<file path="config.mk">
export PLATFORM = sky130hd
export DESIGN_NAME = keypad_entry_flat
export DESIGN_NICKNAME = d
export VERILOG_FILES = /design/src/rtl/gate_pkg.sv /design/src/rtl/keypad_entry_if.sv /design/src/rtl/entry_timer.sv /design/src/rtl/keypad_entry.sv /design/src/flat_wrapper.sv
export SDC_FILE = /design/constraint.sdc
export NUM_CORES = 1
export LEC_CHECK = 0
export CAP_MARGIN = 20
export CORE_MARGIN = 10
export CORE_UTILIZATION = 53
export DETAILED_ROUTE_END_ITERATION = 8
export PLACE_DENSITY = 0.82
export SLEW_MARGIN = 10
export SYNTH_ARGS = -nofsm -noshare
export SYNTH_HDL_FRONTEND = slang
export SYNTH_SLANG_ARGS = --single-unit
</file>
<file path="constraint.sdc">
create_clock -name clk -period 2.45 [get_ports clk]
set_input_delay 0.49 -clock clk [delete_from_list [all_inputs] [get_ports clk]]
set_output_delay 0.49 -clock clk [all_outputs]
set_load 0.05 [all_outputs]
</file>
<file path="src/rtl/gate_pkg.sv">
// rtl/gate_pkg.sv - shared types and constants for the gate keypad front end
package gate_pkg;

    typedef enum logic [1:0] {
        IDLE    = 2'd0,
        COLLECT = 2'd1,
        PRESENT = 2'd2
    } state_t;

    localparam int KEY_W          = 4;
    localparam int DEFAULT_DIGITS = 2;

endpackage

</file>
<file path="src/rtl/keypad_entry_if.sv">
// rtl/keypad_entry_if.sv - keypad strobes in, presented password word out
interface keypad_entry_if #(
    parameter int DIGITS = gate_pkg::DEFAULT_DIGITS
);
    import gate_pkg::*;

    logic                           asensor;
    logic                           key_valid;
    logic [KEY_W-1:0]               key_digit;
    logic                           key_enter;
    logic                           key_clear;
    logic [KEY_W*DIGITS-1:0]        password;
    logic                           pw_valid;
    logic                           entry_err;
    logic [$clog2(DIGITS+1)-1:0]    digit_count;
    logic                           timeout;

    modport master (
        output asensor, key_valid, key_digit, key_enter, key_clear,
        input  password, pw_valid, entry_err, digit_count, timeout
    );

    modport slave (
        input  asensor, key_valid, key_digit, key_enter, key_clear,
        output password, pw_valid, entry_err, digit_count, timeout
    );

endinterface

</file>
<file path="src/rtl/entry_timer.sv">
// rtl/entry_timer.sv - inactivity counter for a partly entered code
module entry_timer #(
    parameter int TIMEOUT_CYCLES = 1000
) (
    input  logic clk,
    input  logic rst,
    input  logic i_load,
    input  logic i_clear,
    output logic o_expire
);
    localparam int T_W = (TIMEOUT_CYCLES > 1) ? $clog2(TIMEOUT_CYCLES) : 1;
    localparam logic [T_W-1:0] LAST = T_W'(TIMEOUT_CYCLES - 1);

    logic [T_W-1:0] r_cnt;

    // Counts only while nothing holds it at zero; a key event restarts the wait.
    always_ff @(posedge clk) begin
        if (rst || i_load || i_clear) begin
            r_cnt <= '0;
        end else begin
            r_cnt <= r_cnt + T_W'(1);
        end
    end

    assign o_expire = !i_clear && (r_cnt == LAST);

endmodule

</file>
<file path="src/rtl/keypad_entry.sv">
// rtl/keypad_entry.sv - hex keypad collector; optional inactivity timeout under KEYPAD_TIMEOUT_EN
module keypad_entry
    import gate_pkg::*;
#(
    parameter int DIGITS         = DEFAULT_DIGITS,
    parameter int TIMEOUT_CYCLES = 1000
) (
    input  logic            clk,
    input  logic            rst,
    keypad_entry_if.slave   kif
);
    localparam int PW_W  = KEY_W * DIGITS;
    localparam int CNT_W = $clog2(DIGITS + 1);
    localparam logic [CNT_W-1:0] FULL = CNT_W'(DIGITS);

    state_t              r_state,     w_state_nx;
    logic [PW_W-1:0]     r_buf,       w_buf_nx;
    logic [PW_W-1:0]     r_pw,        w_pw_nx;
    logic [CNT_W-1:0]    r_cnt,       w_cnt_nx;
    logic                r_pw_valid,  w_pw_valid_nx;
    logic                r_entry_err, w_entry_err_nx;
    logic                r_timeout,   w_timeout_nx;
    logic                w_expire;

`ifdef KEYPAD_TIMEOUT_EN
    logic w_key_event;
    logic w_timer_clear;

    assign w_key_event   = kif.key_valid | kif.key_enter | kif.key_clear;
    assign w_timer_clear = (r_state != COLLECT) || (r_cnt == '0) || !kif.asensor;

    entry_timer #(
        .TIMEOUT_CYCLES (TIMEOUT_CYCLES)
    ) u_entry_timer (
        .clk      (clk),
        .rst      (rst),
        .i_load   (w_key_event | w_expire),
        .i_clear  (w_timer_clear),
        .o_expire (w_expire)
    );
`else
    wire w_unused_timeout_cfg = (TIMEOUT_CYCLES > 0);
    assign w_expire = 1'b0;
`endif

    always_comb begin
        w_state_nx     = r_state;
        w_buf_nx       = r_buf;
        w_pw_nx        = r_pw;
        w_cnt_nx       = r_cnt;
        w_pw_valid_nx  = 1'b0;
        w_entry_err_nx = 1'b0;
        w_timeout_nx   = 1'b0;

        if (r_state == IDLE) begin
            if (kif.asensor) begin
                w_state_nx = COLLECT;
                w_buf_nx   = '0;
                w_cnt_nx   = '0;
            end
        end else if (!kif.asensor) begin
            // Vehicle left: withdraw the code and drop any simultaneous key.
            w_state_nx = IDLE;
            w_pw_nx    = '0;
            w_buf_nx   = '0;
            w_cnt_nx   = '0;
        end else if (kif.key_clear) begin
            w_buf_nx = '0;
            w_cnt_nx = '0;
        end else if (kif.key_enter) begin
            w_buf_nx = '0;
            w_cnt_nx = '0;
            if (r_cnt == FULL) begin
                w_pw_nx       = r_buf;
                w_pw_valid_nx = 1'b1;
                w_state_nx    = PRESENT;
            end else begin
                w_entry_err_nx = 1'b1;
            end
        end else if (kif.key_valid) begin
            w_state_nx = COLLECT;
            if (r_cnt < FULL) begin
                w_buf_nx = {r_buf[PW_W-KEY_W-1:0], kif.key_digit};
                w_cnt_nx = r_cnt + CNT_W'(1);
            end
        end else if (w_expire) begin
            w_buf_nx     = '0;
            w_cnt_nx     = '0;
            w_timeout_nx = 1'b1;
        end
    end

    always_ff @(posedge clk) begin
        if (rst) begin
            r_state     <= IDLE;
            r_buf       <= '0;
            r_pw        <= '0;
            r_cnt       <= '0;
            r_pw_valid  <= 1'b0;
            r_entry_err <= 1'b0;
            r_timeout   <= 1'b0;
        end else begin
            r_state     <= w_state_nx;
            r_buf       <= w_buf_nx;
            r_pw        <= w_pw_nx;
            r_cnt       <= w_cnt_nx;
            r_pw_valid  <= w_pw_valid_nx;
            r_entry_err <= w_entry_err_nx;
            r_timeout   <= w_timeout_nx;
        end
    end

    assign kif.password    = r_pw;
    assign kif.pw_valid    = r_pw_valid;
    assign kif.entry_err   = r_entry_err;
    assign kif.digit_count = r_cnt;
    assign kif.timeout     = r_timeout;

endmodule

</file>
<file path="src/flat_wrapper.sv">
// flat-port wrapper written by rule: the top's interface ports become plain ports
module keypad_entry_flat import gate_pkg::*;
#(
    parameter int DIGITS         = DEFAULT_DIGITS,
    parameter int TIMEOUT_CYCLES = 1000
)
  (clk, rst, kif_asensor, kif_key_valid, kif_key_digit, kif_key_enter, kif_key_clear, kif_password, kif_pw_valid, kif_entry_err, kif_digit_count, kif_timeout);
  keypad_entry_if #(.DIGITS(DIGITS)) kif_i ();
  input  logic clk;
  input  logic rst;
  input wire logic [$bits(kif_i.asensor)-1:0] kif_asensor;
  input wire logic [$bits(kif_i.key_valid)-1:0] kif_key_valid;
  input wire logic [$bits(kif_i.key_digit)-1:0] kif_key_digit;
  input wire logic [$bits(kif_i.key_enter)-1:0] kif_key_enter;
  input wire logic [$bits(kif_i.key_clear)-1:0] kif_key_clear;
  output wire logic [$bits(kif_i.password)-1:0] kif_password;
  output wire logic [$bits(kif_i.pw_valid)-1:0] kif_pw_valid;
  output wire logic [$bits(kif_i.entry_err)-1:0] kif_entry_err;
  output wire logic [$bits(kif_i.digit_count)-1:0] kif_digit_count;
  output wire logic [$bits(kif_i.timeout)-1:0] kif_timeout;
  assign kif_i.asensor = kif_asensor;
  assign kif_i.key_valid = kif_key_valid;
  assign kif_i.key_digit = kif_key_digit;
  assign kif_i.key_enter = kif_key_enter;
  assign kif_i.key_clear = kif_key_clear;
  assign kif_password = kif_i.password;
  assign kif_pw_valid = kif_i.pw_valid;
  assign kif_entry_err = kif_i.entry_err;
  assign kif_digit_count = kif_i.digit_count;
  assign kif_timeout = kif_i.timeout;
  keypad_entry #(.DIGITS(DIGITS), .TIMEOUT_CYCLES(TIMEOUT_CYCLES)) u_core (.clk(clk), .rst(rst), .kif(kif_i));
endmodule
</file>
# Word level (Yosys, flattened, before mapping)
# Cells that the tools add are included.
[totals] regBits=22 input_bits=10 out_inout_bits=13 wordCells=53
[op_classes] add_sub_neg=1 n_lt_le_gt_ge=1 eq_ne=10 muxes=27 bitwise_logic=3 n_reduce_logical=5
[op_table] op="8-bit 2-to-1 mux" count=11
[op_table] op="2-bit 2-to-1 mux" count=14
[op_table] op="5-bit by 1-bit != test with 1-bit output (second input constant)" count=2
[op_table] op="4-bit AND reduction" count=2
[op_table] op="5-bit OR reduction" count=1
[op_table] op="2-bit by 1-bit != test with 1-bit output (second input constant)" count=2
[op_table] op="2-bit != test (second input constant)" count=2
[op_table] op="4-bit by 1-bit != test with 1-bit output (second input constant)" count=1
[op_table] op="4-bit by 2-bit != test with 1-bit output (second input constant)" count=1
[op_table] op="3-bit by 2-bit != test with 1-bit output (second input constant)" count=1
[op_table] op="1-bit NOT" count=3
[op_table] op="3-bit AND reduction" count=1
[op_table] op="2-bit by 1-bit adder with 2-bit output (second input constant)" count=1
[op_table] op="2-bit equality test (second input constant)" count=1
[op_table] op="2-bit logical NOT" count=1
[op_table] op="2-bit less-than comparator (second input constant)" count=1
[op_table] op="1-bit 2-to-1 mux" count=2

# Logic depth before layout (Yosys ltp)
[logic_depth] word_depth=7 ltp_mapped=5

# Least setup slack after synthesis
# OpenSTA, ideal clock, no wires.
[synth_path] kind="reg2reg" start="reg u_core.r_cnt[1], in the netlist u_core.kif.digit_count[1]" end="reg u_core.r_pw[0], in the netlist u_core.kif.password[0]" setup_time_ps=135 arrival_ps=1485 setup_slack_ps=830 stages_incl_launch_ff=5 n_path_buf=0 period_less_slack_ps=1620 path_cell_list="dfxtp_1 > ha_1 > nand3b_1 > a21boi_2 > o32ai_1"
[synth_via] elab_chain_cells=3
[synth_rtl] element="start, declared" line="keypad_entry.sv:19" source="logic [CNT_W-1:0] r_cnt, w_cnt_nx;"
[synth_rtl] element="start signal, assigned" line="keypad_entry.sv:106" source="r_cnt <= w_cnt_nx;"
[synth_rtl] element="2-bit equality test" line="keypad_entry.sv:73" source="if (r_cnt == FULL) begin"
[synth_rtl] element="2-bit by 1-bit != test with 1-bit output (no line)"
[synth_rtl] element="4-bit AND reduction (no line)"
[synth_rtl] element="end signal, assigned" line="keypad_entry.sv:105" source="r_pw <= w_pw_nx;"
[synth_rtl] element="end, declared" line="keypad_entry.sv:18" source="logic [PW_W-1:0] r_pw, w_pw_nx;"
# Every way passes these cells.
# A chain may end at the register's enable or synchronous reset.

# Final worst setup path
[layout_path] start="reg u_core.r_cnt[1], in the netlist u_core.kif.digit_count[1]" end="out kif_digit_count[1]"
[layout_rtl] element="end, declared" line="flat_wrapper.sv:19" source="output wire logic [$bits(kif_i.digit_count)-1:0] kif_digit_count;"
# No word-level cell between the ends.

==> flow_summary.ini <==
[floorplanning]
start_util = 0.5619
num_io_pins = 23
dieArea_sq_um = 4334
fp.dieW_microns = 65.84
num_rows = 16
chipHeight_microns = 65.84
coreArea_sq_um = 1982

[outcome]
outcome = complete, no violations

[placement]
place_inst = 177
dpl-instance-area_sq_um = 1346
gp_routability_congestion = 0.9051
hpwl_microns = 1936
portBuffers = 21

[cts]
cts_resized = 0
cts_buffer_depth = 2
clk_latency_ns = 0.31
post-cts-setup-buffers = 0
clock_tree.root_cell = clkbuf_4
clk_pin_slew_ns = 0.13
numCtsBuffers = 3
cts_tree = built
h-tree-depth = 1
hold_buffers = 0
clock-sinks = 22

[sta]
setup_tns_ns = 0
rsz0062_at_grt = false
worst_slew_pin_slew_ns = 0.5047
finalSetupViolations = 0
timing.final.crit_share = 0.8526
timing.hold.ws_ns = 0.4804
hold_viol = 0
max_slew_margin = 0.6625
period_minus_slack_ns = 2.089
fin_skew_ns = 0.006568
fmax_mhz = 478.7
maxSlewViolCount = 0

[synth]
netlist_area_sq_um = 1114
yosysUniqueCellTypes = 33
syn_nets = 144
synthArstFlopShare = 0
avgSynthCellArea_sq_um = 8.373
synth_area_leader_cell = dfxtp_1
synth-main-ff-cell = dfxtp_1
synth_common_cells = dfxtp_1 (22), inv_1 (21), a31oi_1 (10), nand3_1 (10)
synth_edf_count = 0
yosys-top-cells-area = dfxtp_1 (40%), inv_1 (7.1%), o32ai_1 (6.3%), a31oi_1 (5.6%), and2_1 (5.1%)
ys_seq_area_frac = 0.3955
syn_inst = 133
synth_most_common_cell = dfxtp_1
synth_top_area_frac = 0.3955
ys_ff_latch = 22
yosysWarnings = 0

[finish]
drive_gt1_frac = 0.1299
fin_cells = 181
postLayoutCoreUtil = 0.7058
layout.nets = 166
fillers = 150
syn_to_final_growth_pct = 25.62
antenna_cells = 0
fin_area_sq_um = 1399

[min_path]
holdCritPathClass = flip-flop to flip-flop
whs_path_depth = 2

[routing]
via_per_inst = 5.923
vias = 1072
finalWirelength_microns = 2686
final_antenna_net_count = 0
drt_pre_antenna_iters = 4
drc_errors = 0
drtIter0Drc = 39
wl_per_cell_microns = 14.84

[setup_path]
worst-r2r-cell-count = 3
path_max_fanout = 6
setup.worst_path.start_class = flip-flop
crit_path_end_kind = primary output
worstPathRequired_ns = 1.96
worstPathArrival_ns = 1.60
path_class = flip-flop to primary output
path_cells = clkdlybuf4s50_1
critPathBufInv = 1
worst-path-stages = 1
path_delay_family = buffers and inverters
slowest_stage = clkdlybuf4s50_1
cpPeakStageDelay_ns = 0.84

[power]
p_leak_uw = 0.0004493
p_sw_frac = 0.2302
p_sw_uw = 167.1
seq_power_share = 0.501
combPwrFrac = 0.116
intPower_uw = 558.8
clkPwrFrac = 0.383
vdd_drop_max_uv = 350.3
pwr_density_cell_nw_per_um2 = 518.9

[global_route]
gr-total-overflow = 0
grt_pass1_wl_microns = 4457
grtUsageMet3 = 0.04068
antenna_found_initial = 0
met1_usage = 0.1373
grt_max_degree = 21
grt_pass1_vias = 1069
grt_usage = 0.1269
met2_usage = 0.2089
grt.busiest_layer = met2

[run]
cap_violations = 0
## power by group through the flow
stage                     Sequential (uW)  Combinational, uW  Clock (uW)
after CTS                             364               82.7         281
final                                 364               83.9         278
after global placement                371               80.3           0
after global routing                  364               91.0         295
after detailed placement              372               82.2           0
after floorplan                       372               54.2           0
## path summary, 6_finish.rpt
check / from / endpoint / slack (ns)
max: u_core.kif.digit_count[1] / kif_digit_count[1] / 0.36
min: u_core.kif.password[3] / u_core.kif.password[3] / 0.48
max reg2reg: u_core.r_state[1] / u_core.kif.password[6] / 0.81
min reg2reg: u_core.kif.password[3] / u_core.kif.password[3] / 0.48
## cell type report
cell class              count  area [sq um]  share of cell area
flip-flops and latches     22         440.4              0.3148
clock inverters             1         30.03             0.02147
repair buffers             27         255.2              0.1825
well taps                  27         33.78             0.02415
inverters                  21         78.83             0.05635
clock buffers               3         22.52             0.01610
multi-input cells          80         538.0              0.3846
## routing by layer
layer | part of all wire | wire (microns)
met3 | 0.075 | 201
met2 | 0.50 | 1343
met5 | 0 | 0
met1 | 0.41 | 1100
met4 | 0.015 | 40
## metrics by stage
stage / setup slack (ns) / total power, uW
3_5_place_dp: 0.4250 / 453.9
4_1_cts: 0.3486 / 727.2
2_1_floorplan: 0.8299 / 426.5
5_1_grt: 0.3091 / 750.2
3_3_place_gp: 0.4949 / 451.7
6_report: 0.3611 / 725.8
## cells by family after synthesis
group                      synth area share
DFF                                  0.3955
and+or+nand+nor                      0.2798
other                              0.003368
adders and majority gates           0.01123
buffers and inverters                0.1213
AOI/OAI and AO/OA                    0.1888
## sequential cells by signal, indices dropped and copies added, names as in the netlist
register                count
u_core.kif.digit_count      2
u_core.kif.entry_err        1
u_core.kif.password         8
u_core.kif.pw_valid         1
u_core.r_buf                8
u_core.r_state              2
## worst min-delay path, stage by stage (launching register included)
cell and delay [ns]:
dfxtp_1 0.33, inv_1 0.04, o32ai_1 0.07
## cells in the final DEF, fill, tap and decap left out, types with 2 or more instances in the layout
cell type	netlist	final
dfxtp_1	22	22
inv_1	21	21
clkdlybuf4s50_1	0	21
nand3_1	10	10
a31oi_1	10	10
and2_1	9	9
nand4_1	9	9
o32ai_1	8	8
or3_2	7	7
buf_4	1	6
clkbuf_4	0	3
nor3b_1	2	2
o211ai_1	2	2
nor2_1	2	2
nor3_1	2	2
nand2_1	2	2
or3_1	2	2
Note: power is estimated with default switching activity, not from simulation.
